**config.mk**
```make
export PLATFORM = sky130hd
export DESIGN_NAME = lsu_mem_arbiter
export DESIGN_NICKNAME = d
export VERILOG_FILES = /design/src/rtl/lsu_mem_arbiter.sv
export SDC_FILE = /design/constraint.sdc
export NUM_CORES = 1
export LEC_CHECK = 0
export ABC_AREA = 0
export BUFFER_PORTS_ARGS = -buffer_cell sky130_fd_sc_hd__buf_4
export CORE_MARGIN = 2
export CORE_UTILIZATION = 43
export CTS_CLUSTER_SIZE = 10
export DETAILED_ROUTE_END_ITERATION = 16
export GPL_ROUTABILITY_DRIVEN = 0
export PLACE_DENSITY = 0.75
export SLEW_MARGIN = 0
export SYNTH_ARGS = -nofsm -noshare
export SYNTH_HDL_FRONTEND = slang
export SYNTH_SLANG_ARGS = --single-unit
```
**constraint.sdc**
```tcl
create_clock -name clk -period 4.7 [get_ports clk]
set_input_delay 0.235 -clock clk [delete_from_list [all_inputs] [get_ports clk]]
set_output_delay 0.235 -clock clk [all_outputs]
set_load 0.02 [all_outputs]
```
**src/rtl/lsu_mem_arbiter.sv**
```systemverilog
// Round-robin arbiter sharing one data-memory port among NUM_REQ LSU requesters.
// One transaction in flight; the requester's ready is held until it drops valid.
module lsu_mem_arbiter #(
    parameter int NUM_REQ   = 4,
    parameter int ADDR_BITS = 8,
    parameter int DATA_BITS = 8
) (
    input  logic                         clk,
    input  logic                         reset,
    input  logic [NUM_REQ-1:0]           lsu_read_valid_flat,
    input  logic [NUM_REQ-1:0]           lsu_write_valid_flat,
    input  logic [NUM_REQ*ADDR_BITS-1:0] lsu_read_addr_flat,
    input  logic [NUM_REQ*ADDR_BITS-1:0] lsu_write_addr_flat,
    input  logic [NUM_REQ*DATA_BITS-1:0] lsu_write_data_flat,
    output logic [NUM_REQ-1:0]           lsu_ready_flat,
    output logic [NUM_REQ*DATA_BITS-1:0] lsu_read_data_flat,
    output logic                         mem_read_valid,
    output logic [ADDR_BITS-1:0]         mem_read_addr,
    input  logic                         mem_read_ready,
    input  logic [DATA_BITS-1:0]         mem_read_data,
    output logic                         mem_write_valid,
    output logic [ADDR_BITS-1:0]         mem_write_addr,
    output logic [DATA_BITS-1:0]         mem_write_data,
    input  logic                         mem_write_ready,
    output logic                         busy
);
    localparam int IDX_W = (NUM_REQ > 1) ? $clog2(NUM_REQ) : 1;

    typedef enum logic [1:0] {IDLE, READ_WAIT, WRITE_WAIT, RELAY} state_t;

    state_t                            state;
    logic [IDX_W-1:0]                  last, sel, pick;
    logic                              found;
    logic [NUM_REQ-1:0]                req_any;
    logic [NUM_REQ-1:0][ADDR_BITS-1:0] rd_addr, wr_addr;
    logic [NUM_REQ-1:0][DATA_BITS-1:0] wr_data, rd_data_q;

    assign rd_addr            = lsu_read_addr_flat;
    assign wr_addr            = lsu_write_addr_flat;
    assign wr_data            = lsu_write_data_flat;
    assign req_any            = lsu_read_valid_flat | lsu_write_valid_flat;
    assign lsu_read_data_flat = rd_data_q;

    // Search starts one past the last grant so every requester gets a turn.
    always_comb begin
        found = 1'b0;
        pick  = '0;
        for (int k = 1; k <= NUM_REQ; k++) begin
            if (!found && req_any[(int'(last) + k) % NUM_REQ]) begin
                found = 1'b1;
                pick  = IDX_W'((int'(last) + k) % NUM_REQ);
            end
        end
    end

    always_ff @(posedge clk or posedge reset) begin
        if (reset) begin
            state           <= IDLE;
            last            <= IDX_W'(NUM_REQ - 1);
            sel             <= '0;
            mem_read_valid  <= 1'b0;
            mem_read_addr   <= '0;
            mem_write_valid <= 1'b0;
            mem_write_addr  <= '0;
            mem_write_data  <= '0;
            lsu_ready_flat  <= '0;
            rd_data_q       <= '0;
            busy            <= 1'b0;
        end else begin
            case (state)
                IDLE: begin
                    if (found) begin
                        sel  <= pick;
                        last <= pick;
                        busy <= 1'b1;
                        // A requester with both valids is served as a read first.
                        if (lsu_read_valid_flat[pick]) begin
                            mem_read_valid <= 1'b1;
                            mem_read_addr  <= rd_addr[pick];
                            state          <= READ_WAIT;
                        end else begin
                            mem_write_valid <= 1'b1;
                            mem_write_addr  <= wr_addr[pick];
                            mem_write_data  <= wr_data[pick];
                            state           <= WRITE_WAIT;
                        end
                    end
                end
                READ_WAIT: begin
                    if (mem_read_ready) begin
                        mem_read_valid      <= 1'b0;
                        rd_data_q[sel]      <= mem_read_data;
                        lsu_ready_flat[sel] <= 1'b1;
                        state               <= RELAY;
                    end
                end
                WRITE_WAIT: begin
                    if (mem_write_ready) begin
                        mem_write_valid     <= 1'b0;
                        lsu_ready_flat[sel] <= 1'b1;
                        state               <= RELAY;
                    end
                end
                RELAY: begin
                    if (!lsu_read_valid_flat[sel] && !lsu_write_valid_flat[sel]) begin
                        lsu_ready_flat <= '0;
                        busy           <= 1'b0;
                        state          <= IDLE;
                    end
                end
                default: state <= IDLE;
            endcase
        end
    end
endmodule
```
==> impl_metrics.toml, run 1 <==
[power_and_ir_drop]
combPwrFrac = 0.575
power_frac_seq = 0.285
vdd_drop_max_mv = 0.314
power_frac_clock = 0.140
pwr_density_cell_mw_per_mm2 = 716
intPower_w = 0.00229
swShare = 0.403
p_leak_nw = 2.68
p_sw_w = 0.00155

[setup_path]
r2r_slack_ns = 1.62
crit_type = "flip-flop to flip-flop"
rr_endpoint = "mem_write_data[3]$_DFFE_PP0P_"
rr_worst_depth = 7
crit_path_start_kind = "flip-flop"
crit_fanout = 30
cp_data_required_time_ns = 4.93
cp-end-kind = "flip-flop"
arrival_ns = 3.31
worst_r2r_startpoint = "last[0]$_DFFE_PP1P_"

[placement]
io_buffers = 178
dp_slack_ns = 1.62
hpwl_microns = 7740

[floorplan]
fp.dieH_microns = 97.3
placeableCoreArea_sq_mm = 0.00859
io_pins = 179
fp-row-count = 34
dieArea_sq_mm = 0.00947
initial_core_util = 0.436
die_x_microns = 97.3

[sta]
slew_viol_final = 0
tns_ns = 0
slew_headroom = 0.236
rsz0062_at_grt = "no"
finalCritPeriodShare = 0.655
setup_violations = 0
fmax_mhz = 325
fin_skew_ns = 0.0114
period_minus_slack_ns = 3.08
max_slew.worst_pin.slew_ns = 1.14
setup_slack_ns = 1.62
finalHoldViolations = 0

[synth]
yosysTopAreaCell = "dfrtp_1"
synth_edf_count = 0
synthArstFlopShare = 1.00
synth_top_cell_area_share = 0.448
synth_seq_area_share = 0.462
syn_area_sq_mm = 0.00374
yosys_register_bits = 69
ys.flop_type = "dfrtp_1"
avgSynthCellArea_sq_um = 12.7
synth_most_common_cell = "mux2i_1"
yosysUniqueCellTypes = 46
syn-num-nets = 416
ys_top_cells_by_count = "mux2i_1 (72), dfrtp_1 (67), mux2_2 (58)"
ys_top_cells_by_area = "dfrtp_1 (45%), mux2i_1 (19%), mux2_2 (17%)"
syn_inst = 295
yosysWarnings = 0

[clock_network]
clockBufferDepth = 2
post_cts.repair.setup_buffers = 0
ctsHoldBuffers = 0
worst_skew_pair.late_latency_ns = 0.34
ctsResizeCount = 0
numCtsBuffers = 9
clk_pin_slew_ns = 0.08
cts-root-buf = "clkbuf_8"
cts.sinks = 69
cts_tree = "done"
htreeDepth = 3

[global_route]
track_usage = 0.218
antenna_found_initial = 0
grt_pass1_vias = 3324
grt_pass1_wl_microns = 16400
grt_overflow = 0
grt_max_degree = 70

[finish]
diodes = 0
drive_above_1_share = 0.563
layout.nets = 592
fill_cells = 698
areaGrowthSynthToFinish_pct = 43.5

[min_path]
hold_start = "mem_read_data[2]"
hp-class = "input pin to flip-flop"
holdPathEnd = "lsu_read_data_flat[18]$_DFFE_PP0P_"
min_path_cells = 2

[job]
cap_violations = 0

[detailed_routing]
drtIter0Drc = 70
drtAntennaViolNets = 0
wl_microns = 10200
vias = 3067
dr.pass1.iters = 4
vias_per_cell = 5.25
wl_per_cell_microns = 17.4
drt_drc_violations_left = 0

[status]
outcome = "finished clean"
cells by family after synthesis:
| logic type | synth area share |
|---|---|
| buffers and inverters | 0.0328 |
| adder cells (fa/ha/maj) | 0.0167 |
| AO/OA/AOI/OAI | 0.0709 |
| flip-flops | 0.462 |
| AND/OR/NAND/NOR | 0.0448 |
| multiplexers | 0.373 |
sequential cells by signal, indices dropped and copies added, names as in the netlist:
name / cells
mem_write_valid: 1
last: 2
mem_read_addr: 8
busy: 1
lsu_ready_flat: 4
lsu_read_data_flat: 32
mem_read_valid: 1
mem_write_addr: 8
mem_write_data: 8
state: 2
sel: 2
cell usage in the layout (no fill, tap or decap), types with 2 or more instances in the layout:
master / n
nand3_1: 3
and3_1: 2
dfrtp_1: 67
nor2_1: 13
mux2i_1: 72
or2_2: 3
dfstp_2: 2
buf_4: 180
nor2b_1: 2
ha_1: 5
nor3_1: 2
clkbuf_8: 9
inv_1: 7
a21oi_1: 8
mux2_2: 58
o21bai_1: 2
nor4_1: 2
clkinv_4: 2
nand2_1: 2
o22ai_1: 3
a31oi_1: 3
bufinv_16: 2
how the worst max path moves through the flow:
stage	startpoint	endpoint	slack, ns	depth (start not counted)
4_1_cts	last[0]$_DFFE_PP1P_	mem_write_data[3]$_DFFE_PP0P_	1.62	7
6_report	last[0]$_DFFE_PP1P_	mem_write_data[3]$_DFFE_PP0P_	1.62	7
3_5_place_dp	lsu_write_valid_flat[3]	mem_write_data[3]$_DFFE_PP0P_	1.62	8
3_3_place_gp	lsu_write_valid_flat[3]	mem_write_data[3]$_DFFE_PP0P_	1.76	8
5_1_grt	last[0]$_DFFE_PP1P_	mem_write_data[3]$_DFFE_PP0P_	1.45	7
2_1_floorplan	last[0]$_DFFE_PP1P_	mem_write_addr[0]$_DFFE_PP0P_	2.52	8
stage by stage:
stage | util | instances | total power, W | area, sq um | hold WS [ns]
after floorplan | - | 295 | 0.00259 | 3740 | 0.386
after global placement | 0.599 | 568 | 0.00327 | 5150 | 0.485
after detailed placement | 0.599 | 568 | 0.00333 | 5150 | 0.489
after CTS | 0.625 | 584 | 0.00388 | 5370 | 0.138
after global routing | 0.625 | 584 | 0.00408 | 5370 | 0.139
final | 0.625 | 584 | 0.00384 | 5370 | 0.151
worst max-delay path: stages, from the launching register on:
cell,delay (ns)
dfstp_2,0.55
o21ba_2,0.18
a211oi_1,0.32
o21a_2,0.64
buf_4,0.55
mux2i_1,0.28
mux2i_1,0.10
mux2_2,0.32
cell type report:
cell class / instances / area (sq um) / area share
multi-input combinational: 203 / 1900 / 0.354
sequential: 69 / 1730 / 0.322
timing repair buffer: 180 / 1350 / 0.252
tap: 108 / 135 / 0.0252
clock buffer: 9 / 124 / 0.0231
clock inverter: 7 / 98.8 / 0.0184
inverter: 8 / 30.0 / 0.00559
power by group through the flow:
stage	combinational, W	clock [W]	sequential, W
after global placement	0.00218	0	0.00108
after floorplan	0.00118	0	0.00140
after CTS	0.00224	0.000552	0.00109
final	0.00221	0.000538	0.00110
after global routing	0.00237	0.000582	0.00113
after detailed placement	0.00223	0	0.00110
metal layers:
layer,GRT usage,wire length (microns),vias to the layer above
li1,-,-,1445
met5,0,0,-
met3,0.0525,532,21
met4,0.0801,263,0
met1,0.248,3910,1492
met2,0.396,5450,109
(Power assumes the default switching activity.)
==> run 2: changes to the inputs <==
Clock period 4.7 ns to 2.9 ns, I/O delays scaled along.
==> impl_metrics.toml, run 2 (same netlist as run 1, synthesis figures left out) <==
[status]
outcome = "finished clean"

[clock_network]
ctsHoldBuffers = 0
cts_tree = "done"
worst_skew_pair.late_latency_ns = 0.34
cts.sinks = 69
numCtsBuffers = 9
htreeDepth = 3
post_cts.repair.setup_buffers = 0
cts-root-buf = "clkbuf_8"
ctsResizeCount = 0
clockBufferDepth = 2
clk_pin_slew_ns = 0.08

[detailed_routing]
vias_per_cell = 5.33
dr.pass1.iters = 4
drtIter0Drc = 94
vias = 3122
drt_drc_violations_left = 0
wl_microns = 9890
wl_per_cell_microns = 16.9
drtAntennaViolNets = 0

[setup_path]
crit_path_start_kind = "flip-flop"
cp_data_required_time_ns = 3.12
crit_type = "flip-flop to flip-flop"
crit_fanout = 46
arrival_ns = 2.71
cp-end-kind = "flip-flop"

[sta]
tns_ns = 0
max_slew.worst_pin.slew_ns = 0.973
fmax_mhz = 401
whs_ns = 0.0396
fin_skew_ns = 0.00655
setup_violations = 0
slew_viol_final = 0
rsz0062_at_grt = "no"
finalHoldViolations = 0
setup_slack_ns = 0.404
period_minus_slack_ns = 2.50
finalCritPeriodShare = 0.861
slew_headroom = 0.350

[floorplan]
initial_core_util = 0.436
io_pins = 179
dieArea_sq_mm = 0.00947
placeableCoreArea_sq_mm = 0.00859
fp.dieH_microns = 97.3
die_x_microns = 97.3
fp-row-count = 34

[placement]
dp_slack_ns = 0.438
hpwl_microns = 7700
io_buffers = 178

[power_and_ir_drop]
power_frac_clock = 0.135
p_leak_nw = 2.69
power_frac_seq = 0.286
combPwrFrac = 0.580
vdd_drop_max_mv = 0.584
intPower_w = 0.00372
pwr_density_cell_mw_per_mm2 = 1150
p_sw_w = 0.00249
swShare = 0.401

[finish]
drive_above_1_share = 0.565
final_cell_mix = "buf_4 (181), mux2i_1 (72), dfrtp_1 (67), mux2_2 (58), nor2_1 (13)"
areaGrowthSynthToFinish_pct = 44.2
fill_cells = 725
diodes = 0
layout.nets = 594
layout_commonest_cell = "buf_4"
largest_reg_flops = 32

[global_route]
grt_overflow = 0
grt_max_degree = 47
grt_pass1_wl_microns = 16400
grt_pass1_vias = 3327
antenna_found_initial = 0
track_usage = 0.216

[job]
cap_violations = 0

[min_path]
hp-class = "input pin to async pin"
==> run 2: power groups by stage <==
stage                     clock network [W]  registers, W  logic, W
final                              0.000837       0.00178   0.00360
after global routing               0.000903       0.00184   0.00386
after CTS                          0.000857       0.00177   0.00363
after detailed placement                  0       0.00179   0.00363
after global placement                    0       0.00176   0.00356
after floorplan                           0       0.00227   0.00192
==> run 2: area by class of cell <==
cell class | instances | area [sq um] | area share
clock buffers | 12 | 165 | 0.0306
clock inverters | 4 | 53.8 | 0.00997
inverters | 8 | 30.0 | 0.00556
multi-input cells | 203 | 1900 | 0.353
flip-flops and latches | 69 | 1730 | 0.320
well taps | 108 | 135 | 0.0250
repair buffers | 182 | 1380 | 0.256
==> run 2: path summary, 6_finish.rpt <==
path	startpoint	endpoint	slack [ns]	depth (start not counted)
worst max-delay path	last[0]$_DFFE_PP1P_	mem_write_data[3]$_DFFE_PP0P_	0.40	7
worst min-delay path	reset	mem_read_addr[0]$_DFFE_PP0P_	0.04	2
worst max register to register	last[0]$_DFFE_PP1P_	mem_write_data[3]$_DFFE_PP0P_	0.40	7
worst min register to register	lsu_ready_flat[3]$_DFFE_PP0P_	lsu_ready_flat[3]$_DFFE_PP0P_	0.50	2
max in group asynchronous	reset	lsu_read_data_flat[1]$_DFFE_PP0P_	2.11	3
min in group clk	mem_read_data[6]	lsu_read_data_flat[22]$_DFFE_PP0P_	0.06	2
==> run 2: per-stage QoR <==
| stage | std cells | total power (W) | cell area (sq um) | utilization |
|---|---|---|---|---|
| 2_1_floorplan | 295 | 0.00419 | 3740 | - |
| 3_3_place_gp | 570 | 0.00532 | 5180 | 0.603 |
| 3_5_place_dp | 570 | 0.00542 | 5180 | 0.603 |
| 4_1_cts | 586 | 0.00626 | 5400 | 0.628 |
| 5_1_grt | 586 | 0.00660 | 5400 | 0.628 |
| 6_report | 586 | 0.00622 | 5400 | 0.628 |
==> run 2: metal layers <==
layer / track usage / vias up / part of all wire
met2: 0.389 / 104 / 0.53
met4: 0.0705 / 0 / 0.030
met3: 0.0561 / 27 / 0.052
li1: - / 1453 / -
met1: 0.249 / 1538 / 0.39
met5: 0 / - / 0
==> run 2: worst max-delay path: stages, from the launching register on <==
cell and delay [ns]:
dfstp_2 0.56, o21ba_2 0.17, a211oi_1 0.32, o21a_2 0.34
buf_12 0.32, mux2i_1 0.23, mux2i_1 0.10, mux2_2 0.28
